## config.mk

```make
export PLATFORM = sky130hd
export DESIGN_NAME = cordic_microrot_replay_ctrl_flat
export DESIGN_NICKNAME = d
export VERILOG_FILES = /design/src/rtl/cordic_microrot_replay_ctrl_pkg.sv /design/src/rtl/cordic_microrot_replay_ctrl_if.sv /design/src/rtl/cordic_dir_fifo.sv /design/src/rtl/cordic_microrot_replay_ctrl.sv /design/src/flat_wrapper.sv
export SDC_FILE = /design/constraint.sdc
export NUM_CORES = 1
export LEC_CHECK = 0
export BUFFER_PORTS_ARGS = -buffer_cell sky130_fd_sc_hd__buf_2
export CAP_MARGIN = 10
export CORE_UTILIZATION = 51
export CTS_BUF_LIST = sky130_fd_sc_hd__clkbuf_16
export DETAILED_ROUTE_END_ITERATION = 12
export PLACE_DENSITY = 0.73
export SYNTH_ARGS = -nofsm -noshare
export SYNTH_HDL_FRONTEND = slang
export SYNTH_SLANG_ARGS = --single-unit
export TNS_END_PERCENT = 100
```

## constraint.sdc

```tcl
create_clock -name clk -period 2.85 [get_ports clk]
set_input_delay 0.1425 -clock clk [delete_from_list [all_inputs] [get_ports clk]]
set_output_delay 0.1425 -clock clk [all_outputs]
set_load 0.01 [all_outputs]
```

## src/rtl/cordic_microrot_replay_ctrl_pkg.sv

```systemverilog
// Shared types and helpers for the CORDIC micro-rotation replay controller:
// FSM encoding, FIFO entry field widths and replay-count normalisation.
package cordic_microrot_replay_ctrl_pkg;

  typedef enum logic {
    ST_IDLE  = 1'b0,
    ST_ISSUE = 1'b1
  } state_t;

  localparam int QUAD_W = 2;

  function automatic int cnt_width(input int num_ch);
    return $clog2(num_ch + 1);
  endfunction

  function automatic int idx_width(input int num_ch);
    return (num_ch > 1) ? $clog2(num_ch) : 1;
  endfunction

  function automatic int entry_width(input int stages, input int num_ch);
    return stages + QUAD_W + cnt_width(num_ch);
  endfunction

  // A replay count of 0, or one larger than the channel budget, means "all channels".
  function automatic int unsigned norm_count(input int unsigned cnt, input int unsigned num_ch);
    return (cnt == 0 || cnt > num_ch) ? num_ch : cnt;
  endfunction

endpackage

```

## src/rtl/cordic_microrot_replay_ctrl_if.sv

```systemverilog
// Bus bundle between the vectoring core / sample source and the replay
// controller, plus the replayed stream towards the rotation core.
interface cordic_microrot_replay_ctrl_if
  import cordic_microrot_replay_ctrl_pkg::*;
#(
  parameter int DATA_WIDTH    = 16,
  parameter int CORDIC_STAGES = 16,
  parameter int NUM_CH        = 4
) ();

  localparam int CW = cnt_width(NUM_CH);
  localparam int IW = idx_width(NUM_CH);

  logic                     vec_opvld_in;
  logic [CORDIC_STAGES-1:0] vec_microRot_dir_in;
  logic [QUAD_W-1:0]        vec_quad_in;
  logic [CW-1:0]            vec_ch_count_in;

  logic                     s_valid;
  logic                     s_ready;
  logic [DATA_WIDTH-1:0]    s_xin;
  logic [DATA_WIDTH-1:0]    s_yin;

  logic                     rot_en_out;
  logic [DATA_WIDTH-1:0]    rot_xin_out;
  logic [DATA_WIDTH-1:0]    rot_yin_out;
  logic [QUAD_W-1:0]        rot_quad_out;
  logic [CORDIC_STAGES-1:0] rot_microRot_out;
  logic [IW-1:0]            ch_idx_out;
  logic                     last_out;

  modport master (
    output vec_opvld_in, vec_microRot_dir_in, vec_quad_in, vec_ch_count_in,
    output s_valid, s_xin, s_yin,
    input  s_ready,
    input  rot_en_out, rot_xin_out, rot_yin_out, rot_quad_out, rot_microRot_out,
    input  ch_idx_out, last_out
  );

  modport slave (
    input  vec_opvld_in, vec_microRot_dir_in, vec_quad_in, vec_ch_count_in,
    input  s_valid, s_xin, s_yin,
    output s_ready,
    output rot_en_out, rot_xin_out, rot_yin_out, rot_quad_out, rot_microRot_out,
    output ch_idx_out, last_out
  );

endinterface

```

## src/rtl/cordic_dir_fifo.sv

```systemverilog
// Small synchronous FIFO for direction words. A push while full is still
// accepted when a pop happens in the same cycle; otherwise it sets a sticky flag.
module cordic_dir_fifo #(
  parameter int WIDTH = 8,
  parameter int DEPTH = 4
) (
  input  logic                   clk,
  input  logic                   reset,
  input  logic                   push,
  input  logic [WIDTH-1:0]       push_data,
  input  logic                   pop,
  output logic [WIDTH-1:0]       head,
  output logic                   empty,
  output logic [$clog2(DEPTH):0] level,
  output logic                   overflow
);

  localparam int AW = $clog2(DEPTH);
  localparam logic [AW:0] FULL_LVL = DEPTH[AW:0];

  logic [WIDTH-1:0] mem_reg [DEPTH];
  logic [AW-1:0]    wr_ptr_reg;
  logic [AW-1:0]    rd_ptr_reg;
  logic [AW:0]      level_reg;
  logic             overflow_reg;
  logic             full;
  logic             do_push;
  logic             do_pop;

  assign empty   = (level_reg == '0);
  assign full    = (level_reg == FULL_LVL);
  assign do_pop  = pop && !empty;
  assign do_push = push && (!full || do_pop);

  always_ff @(posedge clk) begin
    if (do_push) begin
      mem_reg[wr_ptr_reg] <= push_data;
    end
  end

  always_ff @(posedge clk) begin
    if (reset) begin
      wr_ptr_reg   <= '0;
      rd_ptr_reg   <= '0;
      level_reg    <= '0;
      overflow_reg <= 1'b0;
    end else begin
      if (do_push) begin
        wr_ptr_reg <= wr_ptr_reg + AW'(1);
      end
      if (do_pop) begin
        rd_ptr_reg <= rd_ptr_reg + AW'(1);
      end
      case ({do_push, do_pop})
        2'b10:   level_reg <= level_reg + (AW+1)'(1);
        2'b01:   level_reg <= level_reg - (AW+1)'(1);
        default: level_reg <= level_reg;
      endcase
      if (push && !do_push) begin
        overflow_reg <= 1'b1;
      end
    end
  end

  // Head is read combinationally so the controller can pop and use a word in one cycle.
  assign head     = mem_reg[rd_ptr_reg];
  assign level    = level_reg;
  assign overflow = overflow_reg;

endmodule

```

## src/rtl/cordic_microrot_replay_ctrl.sv

```systemverilog
// Replays each buffered vectoring direction word onto up to NUM_CH (x,y)
// channel pairs for a pipelined rotation core, with optional per-stage bit skew.
module cordic_microrot_replay_ctrl
  import cordic_microrot_replay_ctrl_pkg::*;
#(
  parameter int DATA_WIDTH    = 16,
  parameter int CORDIC_STAGES = 16,
  parameter int NUM_CH        = 4,
  parameter int FIFO_DEPTH    = 4,
  parameter int SKEW_OUT      = 1
) (
  input  logic                        clk,
  input  logic                        reset,
  cordic_microrot_replay_ctrl_if.slave bus,
  output logic [$clog2(FIFO_DEPTH):0] fifo_level,
  output logic                        overflow_err,
  output logic                        busy
);

  localparam int CW = cnt_width(NUM_CH);
  localparam int IW = idx_width(NUM_CH);
  localparam int EW = entry_width(CORDIC_STAGES, NUM_CH);

  state_t                   state_reg, state_next;
  logic [IW-1:0]            cnt_reg, cnt_next;
  logic [CORDIC_STAGES-1:0] act_dir_reg;
  logic [QUAD_W-1:0]        act_quad_reg;
  logic [CW-1:0]            act_cnt_reg;

  logic [EW-1:0]            wr_entry;
  logic [EW-1:0]            head;
  logic                     fifo_empty;
  logic                     pop;
  logic [CW-1:0]            norm_cnt;
  logic                     s_ready_int;
  logic                     hs;
  logic                     last_beat;

  logic                     en_reg;
  logic [DATA_WIDTH-1:0]    x_reg;
  logic [DATA_WIDTH-1:0]    y_reg;
  logic [QUAD_W-1:0]        quad_reg;
  logic [IW-1:0]            idx_reg;
  logic                     last_reg;
  logic [CORDIC_STAGES-1:0] dir_reg;
  logic [CORDIC_STAGES-1:0] dir_out;

  assign norm_cnt = CW'(norm_count(32'(bus.vec_ch_count_in), NUM_CH));
  assign wr_entry = {bus.vec_microRot_dir_in, bus.vec_quad_in, norm_cnt};

  cordic_dir_fifo #(
    .WIDTH (EW),
    .DEPTH (FIFO_DEPTH)
  ) u_fifo (
    .clk       (clk),
    .reset     (reset),
    .push      (bus.vec_opvld_in),
    .push_data (wr_entry),
    .pop       (pop),
    .head      (head),
    .empty     (fifo_empty),
    .level     (fifo_level),
    .overflow  (overflow_err)
  );

  assign s_ready_int = (state_reg == ST_ISSUE);
  assign hs          = s_ready_int && bus.s_valid;
  assign last_beat   = ((CW'(cnt_reg) + CW'(1)) == act_cnt_reg);

  always_comb begin
    state_next = state_reg;
    cnt_next   = cnt_reg;
    pop        = 1'b0;
    case (state_reg)
      ST_IDLE: begin
        if (!fifo_empty) begin
          pop        = 1'b1;
          cnt_next   = '0;
          state_next = ST_ISSUE;
        end
      end
      ST_ISSUE: begin
        if (hs) begin
          if (last_beat) begin
            cnt_next = '0;
            // Chain straight into the next queued word so replay has no bubble.
            if (!fifo_empty) begin
              pop = 1'b1;
            end else begin
              state_next = ST_IDLE;
            end
          end else begin
            cnt_next = cnt_reg + IW'(1);
          end
        end
      end
      default: state_next = ST_IDLE;
    endcase
  end

  always_ff @(posedge clk) begin
    if (reset) begin
      state_reg    <= ST_IDLE;
      cnt_reg      <= '0;
      act_dir_reg  <= '0;
      act_quad_reg <= '0;
      act_cnt_reg  <= '0;
    end else begin
      state_reg <= state_next;
      cnt_reg   <= cnt_next;
      if (pop) begin
        act_dir_reg  <= head[EW-1 -: CORDIC_STAGES];
        act_quad_reg <= head[CW +: QUAD_W];
        act_cnt_reg  <= head[CW-1:0];
      end
    end
  end

  // Issued beat registers; everything except the strobe holds between beats.
  always_ff @(posedge clk) begin
    if (reset) begin
      en_reg   <= 1'b0;
      x_reg    <= '0;
      y_reg    <= '0;
      quad_reg <= '0;
      idx_reg  <= '0;
      last_reg <= 1'b0;
      dir_reg  <= '0;
    end else begin
      en_reg <= hs;
      if (hs) begin
        x_reg    <= bus.s_xin;
        y_reg    <= bus.s_yin;
        quad_reg <= act_quad_reg;
        idx_reg  <= cnt_reg;
        last_reg <= last_beat;
        dir_reg  <= act_dir_reg;
      end
    end
  end

  genvar gi;
  generate
    if (SKEW_OUT != 0) begin : g_skew
      for (gi = 0; gi < CORDIC_STAGES; gi++) begin : g_bit
        if (gi == 0) begin : g_direct
          assign dir_out[gi] = dir_reg[gi];
        end else begin : g_line
          // Bit gi travels through gi flops so it meets rotation stage gi.
          logic line_reg [gi];
          always_ff @(posedge clk) begin
            if (reset) begin
              for (int k = 0; k < gi; k++) begin
                line_reg[k] <= 1'b0;
              end
            end else begin
              line_reg[0] <= dir_reg[gi];
              for (int k = 1; k < gi; k++) begin
                line_reg[k] <= line_reg[k-1];
              end
            end
          end
          assign dir_out[gi] = line_reg[gi-1];
        end
      end
    end else begin : g_aligned
      assign dir_out = dir_reg;
    end
  endgenerate

  assign bus.s_ready          = s_ready_int;
  assign bus.rot_en_out       = en_reg;
  assign bus.rot_xin_out      = x_reg;
  assign bus.rot_yin_out      = y_reg;
  assign bus.rot_quad_out     = quad_reg;
  assign bus.ch_idx_out       = idx_reg;
  assign bus.last_out         = last_reg;
  assign bus.rot_microRot_out = dir_out;
  assign busy                 = !fifo_empty || (state_reg != ST_IDLE);

endmodule

```

## src/flat_wrapper.sv

```systemverilog
// flat-port wrapper written by rule: the top's interface ports become plain ports
module cordic_microrot_replay_ctrl_flat import cordic_microrot_replay_ctrl_pkg::*;
#(
  parameter int DATA_WIDTH    = 16,
  parameter int CORDIC_STAGES = 16,
  parameter int NUM_CH        = 4,
  parameter int FIFO_DEPTH    = 4,
  parameter int SKEW_OUT      = 1
)
  (clk, reset, fifo_level, overflow_err, busy, bus_vec_opvld_in, bus_vec_microRot_dir_in, bus_vec_quad_in, bus_vec_ch_count_in, bus_s_valid, bus_s_xin, bus_s_yin, bus_s_ready, bus_rot_en_out, bus_rot_xin_out, bus_rot_yin_out, bus_rot_quad_out, bus_rot_microRot_out, bus_ch_idx_out, bus_last_out);
  cordic_microrot_replay_ctrl_if #(.DATA_WIDTH(DATA_WIDTH), .CORDIC_STAGES(CORDIC_STAGES), .NUM_CH(NUM_CH)) bus_i ();
  input  logic clk;
  input  logic reset;
  output logic [$clog2(FIFO_DEPTH):0] fifo_level;
  output logic overflow_err;
  output logic busy;
  input wire logic [$bits(bus_i.vec_opvld_in)-1:0] bus_vec_opvld_in;
  input wire logic [$bits(bus_i.vec_microRot_dir_in)-1:0] bus_vec_microRot_dir_in;
  input wire logic [$bits(bus_i.vec_quad_in)-1:0] bus_vec_quad_in;
  input wire logic [$bits(bus_i.vec_ch_count_in)-1:0] bus_vec_ch_count_in;
  input wire logic [$bits(bus_i.s_valid)-1:0] bus_s_valid;
  input wire logic [$bits(bus_i.s_xin)-1:0] bus_s_xin;
  input wire logic [$bits(bus_i.s_yin)-1:0] bus_s_yin;
  output wire logic [$bits(bus_i.s_ready)-1:0] bus_s_ready;
  output wire logic [$bits(bus_i.rot_en_out)-1:0] bus_rot_en_out;
  output wire logic [$bits(bus_i.rot_xin_out)-1:0] bus_rot_xin_out;
  output wire logic [$bits(bus_i.rot_yin_out)-1:0] bus_rot_yin_out;
  output wire logic [$bits(bus_i.rot_quad_out)-1:0] bus_rot_quad_out;
  output wire logic [$bits(bus_i.rot_microRot_out)-1:0] bus_rot_microRot_out;
  output wire logic [$bits(bus_i.ch_idx_out)-1:0] bus_ch_idx_out;
  output wire logic [$bits(bus_i.last_out)-1:0] bus_last_out;
  assign bus_i.vec_opvld_in = bus_vec_opvld_in;
  assign bus_i.vec_microRot_dir_in = bus_vec_microRot_dir_in;
  assign bus_i.vec_quad_in = bus_vec_quad_in;
  assign bus_i.vec_ch_count_in = bus_vec_ch_count_in;
  assign bus_i.s_valid = bus_s_valid;
  assign bus_i.s_xin = bus_s_xin;
  assign bus_i.s_yin = bus_s_yin;
  assign bus_s_ready = bus_i.s_ready;
  assign bus_rot_en_out = bus_i.rot_en_out;
  assign bus_rot_xin_out = bus_i.rot_xin_out;
  assign bus_rot_yin_out = bus_i.rot_yin_out;
  assign bus_rot_quad_out = bus_i.rot_quad_out;
  assign bus_rot_microRot_out = bus_i.rot_microRot_out;
  assign bus_ch_idx_out = bus_i.ch_idx_out;
  assign bus_last_out = bus_i.last_out;
  cordic_microrot_replay_ctrl #(.DATA_WIDTH(DATA_WIDTH), .CORDIC_STAGES(CORDIC_STAGES), .NUM_CH(NUM_CH), .FIFO_DEPTH(FIFO_DEPTH), .SKEW_OUT(SKEW_OUT)) u_core (.clk(clk), .reset(reset), .bus(bus_i), .fifo_level(fifo_level), .overflow_err(overflow_err), .busy(busy));
endmodule
```

# == After elaboration in Yosys (flattened, before gate mapping) ==
# Memory sizes are Yosys's and may differ from the RTL's. A register that Yosys moved wholly into a read port is not among the register bits.
# Cells that the tools add are included.
# Widths: inputs -> output; s select.
# op_classes
mux,139
reduce_logical,15
eq_ne,6
magnitude_cmp,1
bitwise_logic,120
add_sub_neg,6
# op_table
cell,count
$mux 1,131
$or 1x1->1,119
$add 2x1->2 const B,3
$logic_not 3->1,2
$mux 2,3
$pmux 3 s2,1
$logic_and 1x1->1,4
$ne 2x2->1 const B,2
$pmux 1 s2,2
$pmux 2 s2,1
$add 2x1->3 const B,1
$add 3x1->3 const B,1
$eq 3x3->1,1
$eq 3x3->1 const B,1
$gt 3x3->1 const B,1
$logic_not 1->1,3
$logic_or 1x1->1,3
$mux 3,1
$sub 3x1->3 const B,1
$eq 2x1->1 const B,1
$eq 2x2->1 const B,1
$reduce_and 2->1,1
$reduce_bool 2->1,1
$not 1->1,1
$reduce_or 1->1,1
# word_totals
mem_bits_rw,204
n_memories,16
reg_bits,65
out_inout_bits,60
input_bits,57
wordCells,316
# memory_table
name,words,width,read_ports,rd_clocked_by_memory_dff,wr,line_no,text
u_core.u_fifo.mem_reg,4,21,1,1,1,cordic_dir_fifo.sv:21,logic [WIDTH-1:0] mem_reg [DEPTH];
u_core.g_skew.g_bit[15].g_line.line_reg,15,1,15,0,15,cordic_microrot_replay_ctrl.sv:150,logic line_reg [gi];
u_core.g_skew.g_bit[14].g_line.line_reg,14,1,14,0,14,cordic_microrot_replay_ctrl.sv:150,
u_core.g_skew.g_bit[13].g_line.line_reg,13,1,13,0,13,cordic_microrot_replay_ctrl.sv:150,
u_core.g_skew.g_bit[12].g_line.line_reg,12,1,12,0,12,cordic_microrot_replay_ctrl.sv:150,
u_core.g_skew.g_bit[11].g_line.line_reg,11,1,11,0,11,cordic_microrot_replay_ctrl.sv:150,
10 more memories,-,-,-,-,-,-,

# == Longest topological paths before layout ==
# depth
word_depth,10
ltp_mapped,11
depth_no_buf,11

# == Hierarchy ==
# Synthesis repeated with hierarchy kept, for this count alone.
# unflattened
cells_unflattened,754
hier_area_um2,9849.4
# modules_own_cells
mod,seq_area_each_um2,area_each_um2,instances,cells_each
cordic_microrot_replay_ctrl,3963.8,6303.5,1,589
cordic_dir_fifo,2722.6,3545.9,1,165

# == Worst setup path after synthesis ==
# Ideal clock, no wire load.
# synth_timing
kind,register to register
start,register u_core.cnt_reg[0]
end,register u_core.u_fifo.level_reg[2] (netlist: u_core.u_fifo.level[2])
setup_time_ns,0.070
period_less_slack_ns,2.706
n_path_buf,1
slack_ns,0.144
t_arrival_ns,2.635
t_required_ns,2.780
path_stages_with_launch,12
path_cell_list,dfxtp_1 > ha_1 > xnor2_1 > a41oi_4 > buf_2 > nor2_1 > ha_1 > inv_1 > fa_1 > xor2_1 > or3_1 > a21oi_1
# synth_via
elab_chain_cells,10
elab_cells_between_ends,12
classes_between,add/sub (1); eq/ne (3); mux (4); reduce/logical (4)
# synth_lines
element,line_no,text
from (decl),cordic_microrot_replay_ctrl.sv:25,"logic [IW-1:0] cnt_reg, cnt_next;"
from (signal assigned),cordic_microrot_replay_ctrl.sv:110,cnt_reg <= cnt_next;
$add 2x1->3 *,cordic_microrot_replay_ctrl.sv:68,assign last_beat = ((CW'(cnt_reg) + CW'(1)) == act_cnt_reg);
$eq 3x3->1 *,cordic_microrot_replay_ctrl.sv:68,
$mux 1 *,cordic_microrot_replay_ctrl.sv:84,if (last_beat) begin
$mux 1 *,cordic_microrot_replay_ctrl.sv:83,if (hs) begin
$pmux 1 s2 *,cordic_microrot_replay_ctrl.sv:74,case (state_reg)
$logic_and 1x1->1 *,cordic_dir_fifo.sv:32,assign do_pop = pop && !empty;
net u_core.u_fifo.do_pop,cordic_dir_fifo.sv:28,logic do_pop;
$logic_or 1x1->1,cordic_dir_fifo.sv:33,assign do_push = push && (!full || do_pop);
$logic_and 1x1->1,cordic_dir_fifo.sv:33,
$eq 2x1->1 / $eq 2x2->1 (equally long branches),cordic_dir_fifo.sv:54,"case ({do_push, do_pop})"
$pmux 3 s2 / $reduce_bool 2->1 (equally long branches),-,
to (signal assigned),cordic_dir_fifo.sv:55,2'b10: level_reg <= level_reg + (AW+1)'(1);
to (signal assigned),cordic_dir_fifo.sv:56,2'b01: level_reg <= level_reg - (AW+1)'(1);
to (signal assigned),cordic_dir_fifo.sv:57,default: level_reg <= level_reg;
to (decl),cordic_dir_fifo.sv:24,logic [AW:0] level_reg;
# Mark *: on every way through the listed nets, which the timed path passes. The rest lies on a longest branch.
# A chain may end at the register's enable or synchronous reset.

# == Worst setup path in the final report ==
# Ends and elaborated chain as after synthesis.

==> report_table.html <==
<table>
<tr><th>Metric</th><th>Value</th></tr>
<tr><th colspan="2">Synthesis</th></tr>
<tr><td>Dominant combinational cell family by area after synthesis</td><td>simple AND/OR/NAND/NOR gates</td></tr>
<tr><td>Seq/Total Area, Yosys</td><td>0.692</td></tr>
<tr><td>Total nets after synthesis</td><td>820</td></tr>
<tr><td>Avg Inst Size Synth</td><td>12.7 um^2</td></tr>
<tr><td>Total of warnings raised by yosys</td><td>0</td></tr>
<tr><td>Area share of xor/xnor cells in the synthesized design</td><td>0.00534</td></tr>
<tr><td>Fraction of synthesized area in multiplexers</td><td>0.0525</td></tr>
<tr><td>Share of synthesized flip-flops with an asynchronous set or reset</td><td>0</td></tr>
<tr><td>Compound-Gate Fraction of Synth Area</td><td>0.0678</td></tr>
<tr><td>Number of synthesized flops with an enable pin</td><td>84</td></tr>
<tr><td>Post-synthesis sequential element count</td><td>290</td></tr>
<tr><td>Commonest register cell after synthesis</td><td>dfxtp_1</td></tr>
<tr><td>Post-synthesis instance area</td><td>0.00960 mm^2</td></tr>
<tr><td>Arithmetic-cell share of the synthesized area counting full adders, half adders and majority gates</td><td>0.0112</td></tr>
<tr><td>Number of distinct library cells after synthesis</td><td>34</td></tr>
<tr><td>Synthesized netlist cell count</td><td>755</td></tr>
<tr><td>Simple logic cell fraction of the synthesized area</td><td>0.135</td></tr>
<tr><th colspan="2">Final layout</th></tr>
<tr><td>Share of cells above drive strength 1</td><td>0.221</td></tr>
<tr><td>Antenna Cells</td><td>0</td></tr>
<tr><td>Area delta synth-&gt;final</td><td>23.3%</td></tr>
<tr><td>Max FFs per register</td><td>120</td></tr>
<tr><td>Total Nets Final</td><td>971</td></tr>
<tr><th colspan="2">Clock tree</th></tr>
<tr><td>CTS sink cnt</td><td>290</td></tr>
<tr><td>Total clock buffers created by CTS</td><td>28</td></tr>
<tr><td>Clk_lat worst skew</td><td>0.53 ns</td></tr>
<tr><td>TritonCTS clock tree</td><td>built</td></tr>
<tr><td>Maximum buffer depth of the clock tree</td><td>3</td></tr>
<tr><td>Cts hold-fix bufs</td><td>51</td></tr>
<tr><td>Clock transition at the registers of the reported paths</td><td>0.06 ns</td></tr>
<tr><td>Number of buffers inserted by post-CTS setup repair</td><td>0</td></tr>
<tr><td>Post_cts resized</td><td>0</td></tr>
<tr><td>H-tree Lvls</td><td>1</td></tr>
<tr><td>Root buffer cell</td><td>clkbuf_16</td></tr>
<tr><th colspan="2">STA</th></tr>
<tr><td>Headroom to the max-slew limit</td><td>0.477</td></tr>
<tr><td>Number of slew-limit violations in the final report</td><td>0</td></tr>
<tr><td>Fmax</td><td>373 MHz</td></tr>
<tr><td>Post-layout min period</td><td>2.68 ns</td></tr>
<tr><td>Transition time at the pin with the least slew margin</td><td>0.784 ns</td></tr>
<tr><td>Worst clock skew</td><td>0.00852 ns</td></tr>
<tr><td>Final hold violation count</td><td>0</td></tr>
<tr><td>Summed negative setup slack over all endpoints</td><td>0 ns</td></tr>
<tr><td>Final worst-path cycle share</td><td>0.940</td></tr>
<tr><td>Final setup violation count</td><td>0</td></tr>
<tr><td>Unrepaired setup endpoints after global routing</td><td>false</td></tr>
<tr><th colspan="2">Placed design</th></tr>
<tr><td>Final Wtd Congestion</td><td>0.770</td></tr>
<tr><td>Buffers on Ports</td><td>116</td></tr>
<tr><td>Half-perimeter wire length of the detailed placement result</td><td>9640 um</td></tr>
<tr><th colspan="2">Worst hold path</th></tr>
<tr><td>Class of the most critical hold timing path</td><td>primary input to flip-flop</td></tr>
<tr><td>Min-delay src</td><td>reset</td></tr>
<tr><th colspan="2">Global route</th></tr>
<tr><td>Grt peak-use layer</td><td>met2</td></tr>
<tr><td>Met2 demand-to-capacity share in global routing</td><td>0.316</td></tr>
<tr><td>Vias in the first global route</td><td>5,816</td></tr>
<tr><td>Overall Global Routing Usage</td><td>0.183</td></tr>
<tr><td>Met1 track utilization from global routing</td><td>0.228</td></tr>
<tr><td>Met3 track demand over resource in global routing</td><td>0.0311</td></tr>
<tr><td>Antenna violations before repair</td><td>0</td></tr>
<tr><td>Residual overflow from global routing</td><td>0</td></tr>
<tr><td>Global-route wire length before repair</td><td>28,600 um</td></tr>
<tr><td>Maximum number of pins on one net before global-route repair</td><td>69</td></tr>
<tr><th colspan="2">Power and ir drop</th></tr>
<tr><td>Power density over the cells</td><td>896 mW/mm^2</td></tr>
<tr><td>Leakage power</td><td>4.63 nW</td></tr>
<tr><td>Reg power frac</td><td>0.457</td></tr>
<tr><td>Switching portion of total power</td><td>0.263</td></tr>
<tr><td>Overall power</td><td>10.6 mW</td></tr>
<tr><td>Worst VDD drop</td><td>0.000713 V</td></tr>
<tr><td>Gate power share</td><td>0.171</td></tr>
<tr><td>Power Internal</td><td>7.82 mW</td></tr>
<tr><td>Switching Power</td><td>2.79 mW</td></tr>
<tr><td>Clock Power Share</td><td>0.371</td></tr>
<tr><th colspan="2">Setup path</th></tr>
<tr><td>CP startpoint kind</td><td>flip-flop</td></tr>
<tr><td>Worst Path Required</td><td>3.31 ns</td></tr>
<tr><td>Critical path capture point type</td><td>flip-flop</td></tr>
<tr><td>Largest driver fanout on the critical path</td><td>5</td></tr>
<tr><td>Worst flop-to-flop path startpoint</td><td>u_core.cnt_reg[0]</td></tr>
<tr><td>Critical path class</td><td>flip-flop to flip-flop</td></tr>
<tr><td>Start point of the critical path</td><td>u_core.cnt_reg[0]</td></tr>
<tr><td>Critical Path AT</td><td>3.14 ns</td></tr>
<tr><th colspan="2">Floorplan</th></tr>
<tr><td>CORE AREA</td><td>0.0182 mm^2</td></tr>
<tr><td>Die footprint</td><td>0.0194 mm^2</td></tr>
<tr><td>Starting density of the core</td><td>0.527</td></tr>
<tr><td>Die H</td><td>139 um</td></tr>
<tr><td>Top-Level Pins</td><td>117</td></tr>
<tr><td>Die Width</td><td>139 um</td></tr>
<tr><td>Site row count</td><td>49</td></tr>
<tr><th colspan="2">Route</th></tr>
<tr><td>First-pass iteration count of the detailed router</td><td>9</td></tr>
<tr><td>Post-detailed-route DRC marker count</td><td>6</td></tr>
<tr><td>Routed via count divided by cell count</td><td>5.06</td></tr>
<tr><td>Total Wirelength</td><td>17,400 um</td></tr>
<tr><td>Post-detailed-route count of antenna-violating nets</td><td>0</td></tr>
<tr><td>Total number of vias</td><td>5,855</td></tr>
<tr><td>Violation count after the first detailed-routing iteration</td><td>316</td></tr>
<tr><td>Routed WL per cell</td><td>15.1 um</td></tr>
<tr><th colspan="2">Outcome</th></tr>
<tr><td>Violations in the final reports</td><td>DRC</td></tr>
<tr><td>Result of the run</td><td>complete, but fails checks</td></tr>
<tr><th colspan="2">Run</th></tr>
<tr><td>Count of maximum capacitance violations</td><td>0</td></tr>
</table>
==> final cells by class <==
| cell class | instances | area, um^2 |
|---|---|---|
| Sequential cell | 290 | 6650 |
| Fill cell | 1320 | 6370 |
| Multi-Input combinational cell | 394 | 2620 |
| Clock buffer | 28 | 701 |
| Clock inverter | 24 | 303 |
| Inverter | 9 | 33.8 |
| Timing Repair Buffer | 183 | 1240 |
| Tap cell | 229 | 287 |
==> synthesized netlist by cell type (4+ instances only) <==
cell type	n	share of area
nor2_1	11	0.0043
and2_1	5	0.0033
edfxtp_1	84	0.26
buf_1	8	0.0031
a21oi_1	63	0.033
nand3_1	22	0.011
o22a_1	15	0.014
o21ai_0	25	0.013
inv_1	9	0.0035
clkbuf_1	31	0.012
buf_4	17	0.013
nand2_1	78	0.031
nor2b_1	123	0.080
dfxtp_1	206	0.43
mux4_2	21	0.049
ha_1	7	0.0091
buf_2	6	0.0031
or3_1	4	0.0026
==> worst max-delay path, cell delays in order, from the launching register on <==
cell     delay [ns]
dfxtp_1        0.45
ha_1           0.30
xnor2_1        0.33
a41oi_4        0.19
nor2_1         0.13
ha_1           0.19
inv_1          0.06
fa_1           0.37
xor2_1         0.15
or3_1          0.30
a21oi_1        0.14
==> power groups by stage <==
stage,sequential (mW),combinational [mW],clock [mW]
finish,4.85,1.82,3.94
global route,4.89,2.01,4.19
CTS,4.85,1.82,4.01
detailed placement,4.93,1.75,0
global placement,4.92,1.72,0
floorplan,4.91,1.24,0
==> kinds of logic (layout without fill, tap and decap cells) <==
kind of cell	count (synthesis)	after routing
flip-flops	290	290
AND/OR/NAND/NOR	248	248
AO/OA/AOI/OAI	109	109
buffers and inverters	71	244
multiplexers	24	24
adder cells (fa/ha/maj)	8	8
XOR/XNOR	5	5
==> cell usage in the layout (no fill, tap or decap), types with 11 or more instances in the layout <==
| master | n |
|---|---|
| nand2_1 | 77 |
| nor2_1 | 11 |
| inv_1 | 11 |
| buf_4 | 14 |
| a21oi_1 | 63 |
| edfxtp_1 | 84 |
| dlygate4sd3_1 | 51 |
| clkbuf_16 | 28 |
| o21ai_0 | 25 |
| mux4_2 | 21 |
| nor2b_1 | 123 |
| nand3_1 | 22 |
| o22a_1 | 15 |
| buf_2 | 115 |
| dfxtp_1 | 206 |
==> layer usage <==
| layer | part of all wire | routed length, um |
|---|---|---|
| met5 | 0 | 0 |
| met2 | 0.49 | 8530 |
| met4 | 0.036 | 620 |
| met3 | 0.041 | 707 |
| met1 | 0.43 | 7580 |
==> metrics by stage <==
step	hold slack (ns)	worst slack [ns]	std cells	area (um^2)	util
after floorplan	0.241	0.144	755	9600	-
after global placement	0.357	0.233	1054	10300	0.567
after detailed placement	0.361	0.178	1054	10300	0.567
after CTS	0.0212	0.157	1157	11800	0.650
after global routing	0.0364	0.0178	1157	11800	0.650
final	0.0283	0.171	1157	11800	0.650
==> path summary, 6_finish.rpt <==
check                                                                     end  slack, ns  cells after the start
worst min-delay path            u_core.g_skew.g_bit[14].g_line.line_reg[0][5]       0.03                      2
worst min register to register  u_core.g_skew.g_bit[14].g_line.line_reg[0][4]       0.43                      1
worst max register to register                         u_core.u_fifo.level[2]       0.17                     10
worst max-delay path                                   u_core.u_fifo.level[2]       0.17                     10
Note: power is estimated with default switching activity, not from simulation.
